### src/rtl/sprite_bank.sv
// Memory-mapped bank of auto-moving sprite registers with a shared motion tick.
// Optional collision detection and interrupt are built when SPRITE_COLLISION_EN is defined.
module sprite_bank #(
   parameter int          NUM_SPRITES = 4,
   parameter logic [11:0] BASE_ADDR   = 12'hd00,
   parameter int          X_MAX       = 624,
   parameter int          Y_MAX       = 464,
   parameter int          TICK_DIV    = 33554432
) (
   input  logic                      clk,
   input  logic                      rst_n,
   input  logic [11:0]               address,
   input  logic [15:0]               data_out,
   input  logic                      memwt,
   output logic [15:0]               rd_data,
   output logic                      hit,
   output logic [16*NUM_SPRITES-1:0] sprite_x,
   output logic [16*NUM_SPRITES-1:0] sprite_y,
   output logic                      irq
);

   localparam int             CW         = $clog2(TICK_DIV);
   localparam logic [CW-1:0]  TICK_LAST  = CW'(TICK_DIV - 1);
   localparam logic [12:0]    STATUS_OFF = 13'(4 * NUM_SPRITES);
   localparam logic [15:0]    X_LIM      = 16'(X_MAX);
   localparam logic [15:0]    Y_LIM      = 16'(Y_MAX);

   // One axis step; returns {direction, position}. A zero step leaves the axis untouched.
   function automatic logic [16:0] move_axis(input logic [15:0] pos, input logic [7:0] d,
                                             input logic dir, input logic [15:0] lim);
      logic [16:0] sum;
      logic [16:0] res;
      sum = {1'b0, pos} + {9'b0, d};
      if (d == 8'd0) begin
         res = {dir, pos};
      end else if (dir) begin
         res = (sum >= {1'b0, lim}) ? {1'b0, lim} : {1'b1, sum[15:0]};
      end else begin
         res = (pos <= {8'b0, d}) ? {1'b1, 16'd0} : {1'b0, pos - {8'b0, d}};
      end
      return res;
   endfunction

   logic [12:0]            off_s;
   logic                   hit_s;
   logic                   spr_sel_s;
   logic                   wr_s;
   logic [2:0]             idx_s;
   logic [CW-1:0]          cnt_r;
   logic                   tick_s;
   logic [15:0]            x_r    [NUM_SPRITES];
   logic [15:0]            y_r    [NUM_SPRITES];
   logic [15:0]            step_r [NUM_SPRITES];
   logic [3:0]             ctrl_r [NUM_SPRITES];
   logic [16:0]            mx_s   [NUM_SPRITES];
   logic [16:0]            my_s   [NUM_SPRITES];
   logic [NUM_SPRITES-1:0] wr_spr_s;
   logic [NUM_SPRITES-1:0] status_s;
   logic [15:0]            sx_s, sy_s, ss_s;
   logic [3:0]             sc_s;
   logic [15:0]            rd_s;

   // Borrow in bit 12 flags addresses below the window.
   assign off_s     = {1'b0, address} - {1'b0, BASE_ADDR};
   assign hit_s     = ~off_s[12] && (off_s <= STATUS_OFF);
   assign spr_sel_s = ~off_s[12] && (off_s < STATUS_OFF);
   assign idx_s     = off_s[4:2];
   assign wr_s      = memwt && hit_s;
   assign tick_s    = (cnt_r == TICK_LAST);

   // Per-sprite write decode and next-position candidates.
   always_comb begin
      wr_spr_s = '0;
      for (int i = 0; i < NUM_SPRITES; i++) begin
         wr_spr_s[i] = wr_s && spr_sel_s && (idx_s == 3'(i));
         mx_s[i]     = move_axis(x_r[i], step_r[i][7:0], ctrl_r[i][1], X_LIM);
         my_s[i]     = move_axis(y_r[i], step_r[i][15:8], ctrl_r[i][2], Y_LIM);
      end
   end

   // Motion tick divider.
   always_ff @(posedge clk or negedge rst_n) begin
      if (!rst_n) begin
         cnt_r <= '0;
      end else begin
         cnt_r <= tick_s ? '0 : cnt_r + CW'(1);
      end
   end

   // Sprite registers: a CPU write to a sprite suppresses its motion on that tick.
   always_ff @(posedge clk or negedge rst_n) begin
      if (!rst_n) begin
         for (int i = 0; i < NUM_SPRITES; i++) begin
            x_r[i]    <= 16'h0000;
            y_r[i]    <= 16'h0000;
            ctrl_r[i] <= 4'h0;
            step_r[i] <= 16'h0101;
         end
      end else begin
         for (int i = 0; i < NUM_SPRITES; i++) begin
            if (wr_spr_s[i]) begin
               case (off_s[1:0])
                  2'd0:    x_r[i]    <= (data_out > X_LIM) ? X_LIM : data_out;
                  2'd1:    y_r[i]    <= (data_out > Y_LIM) ? Y_LIM : data_out;
                  2'd2:    ctrl_r[i] <= data_out[3:0];
                  default: step_r[i] <= data_out;
               endcase
            end else if (tick_s && ctrl_r[i][0]) begin
               x_r[i]       <= mx_s[i][15:0];
               ctrl_r[i][1] <= mx_s[i][16];
               y_r[i]       <= my_s[i][15:0];
               ctrl_r[i][2] <= my_s[i][16];
            end
         end
      end
   end

`ifdef SPRITE_COLLISION_EN
   function automatic logic near(input logic [15:0] a, input logic [15:0] b);
      logic [15:0] d;
      d = (a > b) ? (a - b) : (b - a);
      return d < 16'd16;
   endfunction

   logic                   tick_d_r;
   logic                   irq_r;
   logic [NUM_SPRITES-1:0] status_r;
   logic [NUM_SPRITES-1:0] coll_s;
   logic [NUM_SPRITES-1:0] clr_s;
   logic [NUM_SPRITES-1:0] mask_s;

   // Pairwise proximity test and STATUS clear decode.
   always_comb begin
      coll_s = '0;
      mask_s = '0;
      for (int i = 0; i < NUM_SPRITES; i++) begin
         mask_s[i] = ctrl_r[i][3];
         for (int j = 0; j < NUM_SPRITES; j++) begin
            coll_s[i] = coll_s[i] | ((i != j) && near(x_r[i], x_r[j]) && near(y_r[i], y_r[j]));
         end
      end
      clr_s = (wr_s && !spr_sel_s) ? data_out[NUM_SPRITES-1:0] : '0;
   end

   // Sticky collision flags, sampled on positions settled by the previous tick; set beats clear.
   always_ff @(posedge clk or negedge rst_n) begin
      if (!rst_n) begin
         tick_d_r <= 1'b0;
         status_r <= '0;
         irq_r    <= 1'b0;
      end else begin
         tick_d_r <= tick_s;
         status_r <= (status_r & ~clr_s) | (tick_d_r ? coll_s : '0);
         irq_r    <= |(status_r & mask_s);
      end
   end

   assign status_s = status_r;
   assign irq      = irq_r;
`else
   assign status_s = '0;
   assign irq      = 1'b0;
`endif

   // Zero-latency read multiplexer.
   always_comb begin
      sx_s = 16'h0000;
      sy_s = 16'h0000;
      sc_s = 4'h0;
      ss_s = 16'h0000;
      for (int i = 0; i < NUM_SPRITES; i++) begin
         sx_s = (idx_s == 3'(i)) ? x_r[i]    : sx_s;
         sy_s = (idx_s == 3'(i)) ? y_r[i]    : sy_s;
         sc_s = (idx_s == 3'(i)) ? ctrl_r[i] : sc_s;
         ss_s = (idx_s == 3'(i)) ? step_r[i] : ss_s;
      end
      if (spr_sel_s) begin
         case (off_s[1:0])
            2'd0:    rd_s = sx_s;
            2'd1:    rd_s = sy_s;
            2'd2:    rd_s = {12'h000, sc_s};
            default: rd_s = ss_s;
         endcase
      end else if (hit_s) begin
         rd_s = 16'(status_s);
      end else begin
         rd_s = 16'h0000;
      end
   end

   for (genvar g = 0; g < NUM_SPRITES; g++) begin : g_pack
      assign sprite_x[16*g +: 16] = x_r[g];
      assign sprite_y[16*g +: 16] = y_r[g];
   end

   assign rd_data = rd_s;
   assign hit     = hit_s;

endmodule

### config.mk
export PLATFORM = sky130hd
export DESIGN_NAME = sprite_bank
export DESIGN_NICKNAME = d
export VERILOG_FILES = /design/src/rtl/sprite_bank.sv
export SDC_FILE = /design/constraint.sdc
export NUM_CORES = 1
export LEC_CHECK = 0
export CORE_MARGIN = 3
export CORE_UTILIZATION = 55
export DETAILED_ROUTE_END_ITERATION = 10
export GPL_TIMING_DRIVEN = 0
export HOLD_SLACK_MARGIN = 0.02
export MAX_ROUTING_LAYER = met4
export PLACE_DENSITY = 0.84
export SYNTH_ARGS = -nofsm -noshare
export SYNTH_HDL_FRONTEND = slang
export SYNTH_SLANG_ARGS = --single-unit
### constraint.sdc
create_clock -name clk -period 3.4 [get_ports clk]
set_clock_uncertainty 0.2 [all_clocks]
set_input_delay 0.34 -clock clk [delete_from_list [all_inputs] [get_ports clk]]
set_output_delay 0.34 -clock clk [all_outputs]
set_load 0.005 [all_outputs]
==> flow_results.org, run 1 <==
** Run status
- The flow ran to the end, but the final reports show violations.
- The checks that failed: negative setup slack.

** Synth
- Multiplexer share of the synthesized area :: 0.0632
- The number of nets handed over by synthesis was 2911.
- The synthesized design contains 0 enable-type register cells.
- The share of synthesized area in the top cell type comes to 0.254.
- Cell variety after synth :: 108
- Combinational family with the most area after synthesis :: compound AO/OA/AOI/OAI gates
- Prevailing post-synth register cell :: dfrtp_1
- Of the total synthesized cell area, the portion taken by XOR and XNOR cells is 0.0395.
- Ranked by total cell area, the synthesized netlist is headed by dfrtp_1 (25%), ha_1 (7.4%), a21oi_1 (4.6%).
- Share of flip-flops with an asynchronous set or reset after synthesis :: 1.00
- Proportion of synthesized chip area in sequential cells :: 0.263
- Of the total synthesized cell area, the portion taken by AND, OR, NAND and NOR gates is 0.213.
- Yosys printed 0 warnings.
- Dividing the synthesized area by the synthesized cell count gives 8.12 µm².
- Count of mapped cells out of synthesis :: 2733
- Synthesized flop and latch total :: 233
- Synth Area in Adders :: 0.0883
- The synthesized netlist occupies a cell area of 22200 µm².
- The largest total area in the synthesized netlist belongs to dfrtp_1.
- nor2_1 is the most common cell in the netlist.
- Counting instances in the post-synthesis netlist gives the leading cell types as nor2_1 (268), dfrtp_1 (225), a21oi_1 (205).
- Complex-gate fraction of the synthesized area :: 0.274

** Clock network
- TritonCTS built the clock tree.
- Worst-skew pair later-pin latency :: 0.60 ns
- Depth of the CTS H-tree :: 1
- Number of buffers added by the clock tree synthesis step :: 30
- Buffers from clock root to sink, at most :: 3
- Root Buffer Master :: clkbuf_16
- Post-CTS clock slew at the launch and capture registers of the worst setup and hold paths :: 0.07 ns
- Counting every sink on the clock net gives 233.

** Floorplanning
- Chip width :: 207 µm
- # IOs :: 177
- Core footprint :: 39300 µm²
- Die extent in y :: 207 µm
- The floorplan has 72 rows.
- Initial core utilization :: 0.565
- Area of the die :: 42800 µm²

** Worst setup path
- Walking the worst path, the cells encountered are ha_4, fa_2, nand2b_4, a221o_2, a2111oi_4, mux2i_1, nand3_1, buf_4, a2111oi_4, buf_4, nand2_1, a31oi_1.
- STA classifies the critical path endpoint as a flop.
- The worst setup path is of the flop to flop kind.
- Counting both buffers and inverters, the worst setup path holds a total of 2.
- Data required time of the worst path :: 3.71 ns
- Highest cell delay on the worst timing path :: 0.57 ns
- Startpoint Class :: flop
- Crit-path max FO :: 4
- CP delay by family, top :: compound AO/OA/AOI/OAI gates
- Arrival time at the worst endpoint :: 3.87 ns
- On the critical path, the stage with the largest delay is an instance of dfstp_2.

** GRT
- The number of antenna violations at the first check in global routing is 5.
- Global-route wire length before repair :: 141000 µm
- Pin count of the biggest net entering global routing :: 115
- The number of global-route vias before repair is 24128.
- For this run, the total global-route usage over all layers was measured as 0.434.
- Leftover overflow at the end of global routing :: 0

** Routing
- The routed layout has 25737 vias.
- After detailed routing, the average wire length per cell comes to 26.4 µm.
- After detailed routing, the number of remaining DRC violations is 0.
- In this run, the number of DRC markers left after iteration 0 of detailed routing was 3220.
- Number of vias per cell :: 7.12
- The count of nets left with antenna violations once routing finished came out at 0.
- Iteration count of the initial detailed-routing pass :: 6
- Total wirelength of the detailed-routed design :: 95500 µm

** Timing
- The number of max-slew violations in the final report came to 0.
- Slew @ Worst Pin :: 1.05 ns
- Setup repair after global routing could not meet its margin everywhere.
- Setup slack on the critical path of the routed design comes to -0.157 ns.
- Timing-limited maximum frequency :: 281 MHz
- The final-report hold violation count is 0.
- Final Hold Slack :: 0.131 ns
- Relative slew margins :: 0.299
- Final period utilization :: 1.05
- # setup viols final :: 32
- Minimum clock period after layout :: 3.56 ns

** Placement
- OpenSTA, run right after detailed placement, puts the worst setup slack at -1.32 ns.
- Detailed placer's ending HPWL :: 68000 µm
- At the end of routability-driven placement, the weighted congestion stood at 1.09.
- Counting tap cells, the placed design contains a total of 3426 instances.
- IO buf count :: 173

** Hold path
- The path class of the tightest hold or removal check is input port to async pin.

** Power
- Summed over all cells, the static leakage comes to 0.0118 µW.
- IR analysis of the VDD net gives a maximum drop of 0.000392 V.
- Power spread over the standard cell area amounts to 280 nW/µm².

** Layout
- Total Nets Final :: 3248
- Layout cell share with drive strength beyond 1 :: 0.266
- The count of cells in the finished layout, fillers not included, comes to 3617.
- Final Core Density :: 0.739
- From synthesis to final layout, the design area changed by 30.7%.

** Job
- Across the run, the number of max-cap violations was 0.
## routing by layer
layer | global-route usage | part of all wire | vias up
li1 | - | - | 10877
met1 | 0.542 | 0.36 | 12376
met2 | 0.672 | 0.45 | 1999
met3 | 0.0913 | 0.13 | 485
met4 | 0.215 | 0.065 | 0
met5 | - | 0 | -
## final timing paths
path	from	end	slack, ns	depth (start not counted)
setup / recovery	step_r[32]	sprite_x[17]	-0.16	12
hold / removal	rst_n	sprite_y[55]	0.13	3
setup reg to reg	step_r[32]	sprite_x[17]	-0.16	12
hold reg to reg	cnt_r[0]	cnt_r[0]	0.27	1
max in group asynchronous	rst_n	sprite_x[6]	1.75	4
min in group clk	cnt_r[0]	cnt_r[0]	0.27	1
## worst min-delay path: stages
cell and delay, ns:
dlygate4sd3_1 0.56, buf_8 0.12, buf_16 0.33
## flip-flops by register name, indices dropped and copies added (netlist names)
name	count
sprite_y	64
ctrl_r	16
cnt_r	25
sprite_x	64
step_r	64
## timing repair
action,in CTS,in global routing
endpoints found under the setup margin,161,191
setup buffers,80,72
hold buffers,2,0
pin swaps,70,95
resized for setup,299,318
gates cloned,1,0
endpoints found under the hold margin,118,0
## layout by cell type (no fill, tap or decap), drive strengths merged, types with 25 or more instances in the layout
cell type      instances
nand4                 42
mux2                  79
o21a                  27
nand3                 72
a211o                 25
xnor2                 77
nand2                140
a311oi                28
buf                  198
o211ai                31
a31oi                 36
a211oi                37
nor2b                 52
nor3                 110
or3                   28
o21ai                189
a21oi                211
ha                   131
clkdlybuf4s50        165
dfrtp                225
o221ai                35
nor4                  45
clkbuf               149
inv                  160
o31ai                 34
nand2b                43
o22ai                 39
nor2                 268
a21o                  29
## layout make-up
class,count,area [µm²]
fill,2973,10300
clock buffer,40,860
buffer,154,870
sequential,233,5930
antenna,5,12.5
timing repair buffer,327,2980
tap,518,648
clock inverter,16,290
multi-input combinational,2165,16800
inverter,159,603
## stage by stage
stage / cell area, µm² / power, µW / TNS [ns]
final: 29000 / 8110 / -1.71
after floorplan: 22200 / 3680 / 0
after global placement: 24600 / 4120 / -2049.45
after detailed placement: 24600 / 4140 / -127.38
after global routing: 29000 / 8290 / -4.25
after CTS: 27400 / 7910 / -0.424
## power by group
part | total, µW | internal (µW) | switching, µW
clock network | 3800 | 2380 | 1420
registers | 2900 | 2810 | 88.1
logic | 1410 | 572 | 839
## cell families after synthesis
| logic type | count (synthesis) |
|---|---|
| AOI/OAI and AO/OA | 889 |
| buffers and inverters | 335 |
| adders and majority gates | 147 |
| other | 1 |
| muxes | 109 |
| xor gates and xnor gates | 100 |
| DFF | 233 |
| and+or+nand+nor | 919 |
(Power assumes the default switching activity.)
==> run 2, diff against run 1 <==
==> constraint.sdc (replaced) <==
create_clock -name clk -period 3.2 [get_ports clk]
set_clock_uncertainty 0.2 [all_clocks]
set_input_delay 0.32 -clock clk [delete_from_list [all_inputs] [get_ports clk]]
set_output_delay 0.32 -clock clk [all_outputs]
set_load 0.005 [all_outputs]
==> flow_results.org, run 2 (synthesis results as in run 1) <==
** Clock network
- Number of buffers added by the clock tree synthesis step :: 29 (was 30)
- The clock latency at the later pin of the worst-skew pair came to 0.59 ns (was 0.60 ns).
- Root Buffer Master :: clkbuf_16 (unchanged)
- Depth of the CTS H-tree :: 1 (unchanged)
- Post-CTS clock slew at the launch and capture registers of the worst setup and hold paths :: 0.07 ns (about the same)
- Buffers from clock root to sink, at most :: 3 (unchanged)
- The number of sinks driven by the clock tree came to 233 (unchanged).
- CTS tree :: done (unchanged)

** Placement
- GPL Wtd Cong :: 1.10 (was 1.09)
- The half-perimeter wire length after detailed placement is 68400 µm (was 68000 µm).
- The count of buffers from port buffering came to 173 (unchanged).
- Setup slack at placement :: -1.47 ns (was -1.32 ns)

** Layout
- Layout cell share with drive strength beyond 1 :: 0.332 (was 0.266)
- The area of combinational cells with multiple inputs is 17600 µm² (was 16800 µm²).
- Reg area :: 5940 µm² (was 5930 µm²)
- The fill cell instance count of the final layout is 2661 (was 2973).
- The area added between synthesis and finish is 37.7% (was 30.7%).
- Most used cells in the layout excluding fill and tap cells :: nor2_1 (233), buf_4 (221), clkdlybuf4s50_1 (158) (was nor2_1 (241), a21oi_1 (168), clkdlybuf4s50_1 (165))
- The number of nets in the finished design came to 3329 (was 3248).
- Most common cell after layout, fill and taps aside :: nor2_1 (unchanged)

** Worst setup path
- The kind of critical path is flop to flop (unchanged).
- The worst flop-to-flop path endpoint is sprite_x[23] (was sprite_x[17]).
- Worst reg-to-reg setup slack :: -0.40 ns (was -0.16 ns)
- The worst reg2reg path depth was 11 (was 12).
- The data arrival time of the critical path is 3.88 ns (was 3.87 ns).
- The launch point of the worst reg-to-reg path was step_r[32] (unchanged).
- Data required time of the worst path :: 3.49 ns (was 3.71 ns)
- Element type at the critical path end :: flop (unchanged)
- The delay of the slowest critical-path stage is 0.57 ns (about the same).
- The library cell contributing the largest single delay on the critical path is dfstp_2 (unchanged).
- List of cells traversed by the critical path :: ha_4, fa_2, nand2b_4, a221o_2, a211oi_2, or4b_4, o311a_4, a2111o_4, a21oi_2, nor4_1, a311oi_1 (was ha_4, fa_2, nand2b_4, a221o_2, a2111oi_4, mux2i_1, nand3_1, buf_4, a2111oi_4, buf_4, nand2_1, a31oi_1)
- Startpoint Class :: flop (unchanged)
- The maximum fanout along the worst path was 7 (was 4).

** Routing
- Routed WL per cell :: 27.2 µm (was 26.4 µm)
- Iteration count of the initial detailed-routing pass :: 7 (was 6)
- The detailed-route DRC error count is 0 (unchanged).
- The number of nets still failing antenna checks after routing was 0 (unchanged).
- Total wirelength of the detailed-routed design :: 100000 µm (was 95500 µm)
- Number of violations reported at the end of detailed-routing iteration 0 :: 3115 (was 3220)
- The via density per instance was 7.16 (was 7.12).
- The number of vias in the routed layout came to 26429 (was 25737).

** Timing
- The final-report hold violation count came to 0 (unchanged).
- Relative slew margins :: 0.127 (was 0.299)
- # setup viols final :: 85 (was 32)
- Final period utilization :: 1.12 (was 1.05)
- Setup repair after global routing missed its margin :: true (unchanged)
- The transition time at the pin with the least slew margin is 1.31 ns (was 1.05 ns).
- Minimum clock period after layout :: 3.60 ns (was 3.56 ns)
- The setup TNS is -14.64 ns (was -1.71 ns).
- The number of max-slew violations in the final report came to 0 (unchanged).
- The smallest setup slack after layout was -0.395 ns (was -0.157 ns).
- Timing-limited maximum frequency :: 278 MHz (was 281 MHz)

** Floorplanning
- The number of core rows was 72 (unchanged).
- Area of the die :: 42800 µm² (unchanged)
- # IOs :: 177 (unchanged)
- The area of the core region is 39300 µm² (unchanged).
- Chip width :: 207 µm (unchanged)
- The starting density of the core is 0.565 (unchanged).
- The die outline height came to 207 µm (unchanged).

** Run status
- Status :: finished with violations (unchanged)
- Failing checks: negative setup slack (unchanged).

** GRT
- Global routing met1 resource utilization :: 0.538 (was 0.542)
- The number of global-route vias before repair came to 24968 (was 24128).
- Pin count of the biggest net entering global routing :: 90 (was 115)
- The global-route wire length before repair came to 145000 µm (was 141000 µm).
- Layer with the highest usage after global routing :: met2 (unchanged)
- Number of antenna violations at the first check in global routing :: 2 (was 5)
- The global-route track usage on met2 is 0.696 (was 0.672).
- The fraction of met3 tracks used by global routing came to 0.111 (was 0.0913).
- All-layer global routing usage :: 0.448 (was 0.434)
- Leftover overflow at the end of global routing :: 0 (unchanged)

** Power
- Static leakage :: 0.0125 µW (was 0.0118 µW)
- Cell area power density :: 277 nW/µm² (was 280 nW/µm²)
- Peak supply drop :: 0.000469 V (was 0.000392 V)

** Hold path
- Hold WC Path Type :: input port to async pin (unchanged)

** Job
- Max-Cap Viols :: 0 (unchanged)
run 2: worst max-delay path, delay by kind of cell, from the launching register on:
family | cells | cell delay [ns]
compound gates | 6 | 1.68
simple gates | 3 | 0.64
flops | 1 | 0.57
fa+ha+maj | 2 | 0.41
run 2: final cells by class:
type | instances | share of cell area
repair buffers | 428 | 0.126
flip-flops and latches | 233 | 0.194
well taps | 518 | 0.0212
clock buffers | 40 | 0.0277
diodes | 2 | 0.000164
plain buffers | 134 | 0.0268
inverters | 159 | 0.0199
multi-input cells | 2166 | 0.577
clock inverters | 12 | 0.00630
run 2: timing repair:
action / in CTS / in global routing
gates resized for setup: 500 / 344
hold buffers: 1 / 0
cloned: 1 / 2
setup buffers: 162 / 93
endpoints found under the hold margin: 88 / 0
setup endpoints to repair: 207 / 191
pin swaps: 131 / 160
run 2: how the worst max path moves through the flow:
stage / start / to / slack (ns)
final: step_r[32] / sprite_x[23] / -0.40
after global routing: step_r[32] / sprite_x[23] / -0.47
after CTS: step_r[32] / sprite_x[23] / -0.31
after detailed placement: address[3] / rd_data[7] / -1.47
after global placement: rst_n / sprite_x[42] / -8.60
after floorplan: step_r[32] / sprite_x[23] / -0.002
run 2: stage by stage:
| stage | hold slack (ns) | total power, µW | utilization | instances | cell area [µm²] |
|---|---|---|---|---|---|
| 4_1_cts | 0.161 | 8180 | 0.730 | 3616 | 28700 |
| 3_5_place_dp | 0.172 | 4420 | 0.629 | 3426 | 24700 |
| 5_1_grt | 0.219 | 8650 | 0.778 | 3692 | 30600 |
| 6_report | 0.125 | 8470 | 0.778 | 3692 | 30600 |
| 3_3_place_gp | 0.244 | 4390 | 0.627 | 3424 | 24600 |
| 2_1_floorplan | -0.176 | 3910 | - | 2733 | 22300 |
run 2: per-layer routing:
metal	vias up	wire length, µm
met5	-	0
met4	0	7710
met3	605	12600
met2	2077	44300
met1	12692	35800
li1	11055	-
run 2: power by group:
part / leakage, µW / internal, µW / total (µW) / switching, µW
logic: 0.00899 / 713 / 1700 / 992
registers: 0.00298 / 2990 / 3070 / 82.5
clock network: 0.000517 / 2240 / 3700 / 1460
total: 0.0125 / 5940 / 8470 / 2540
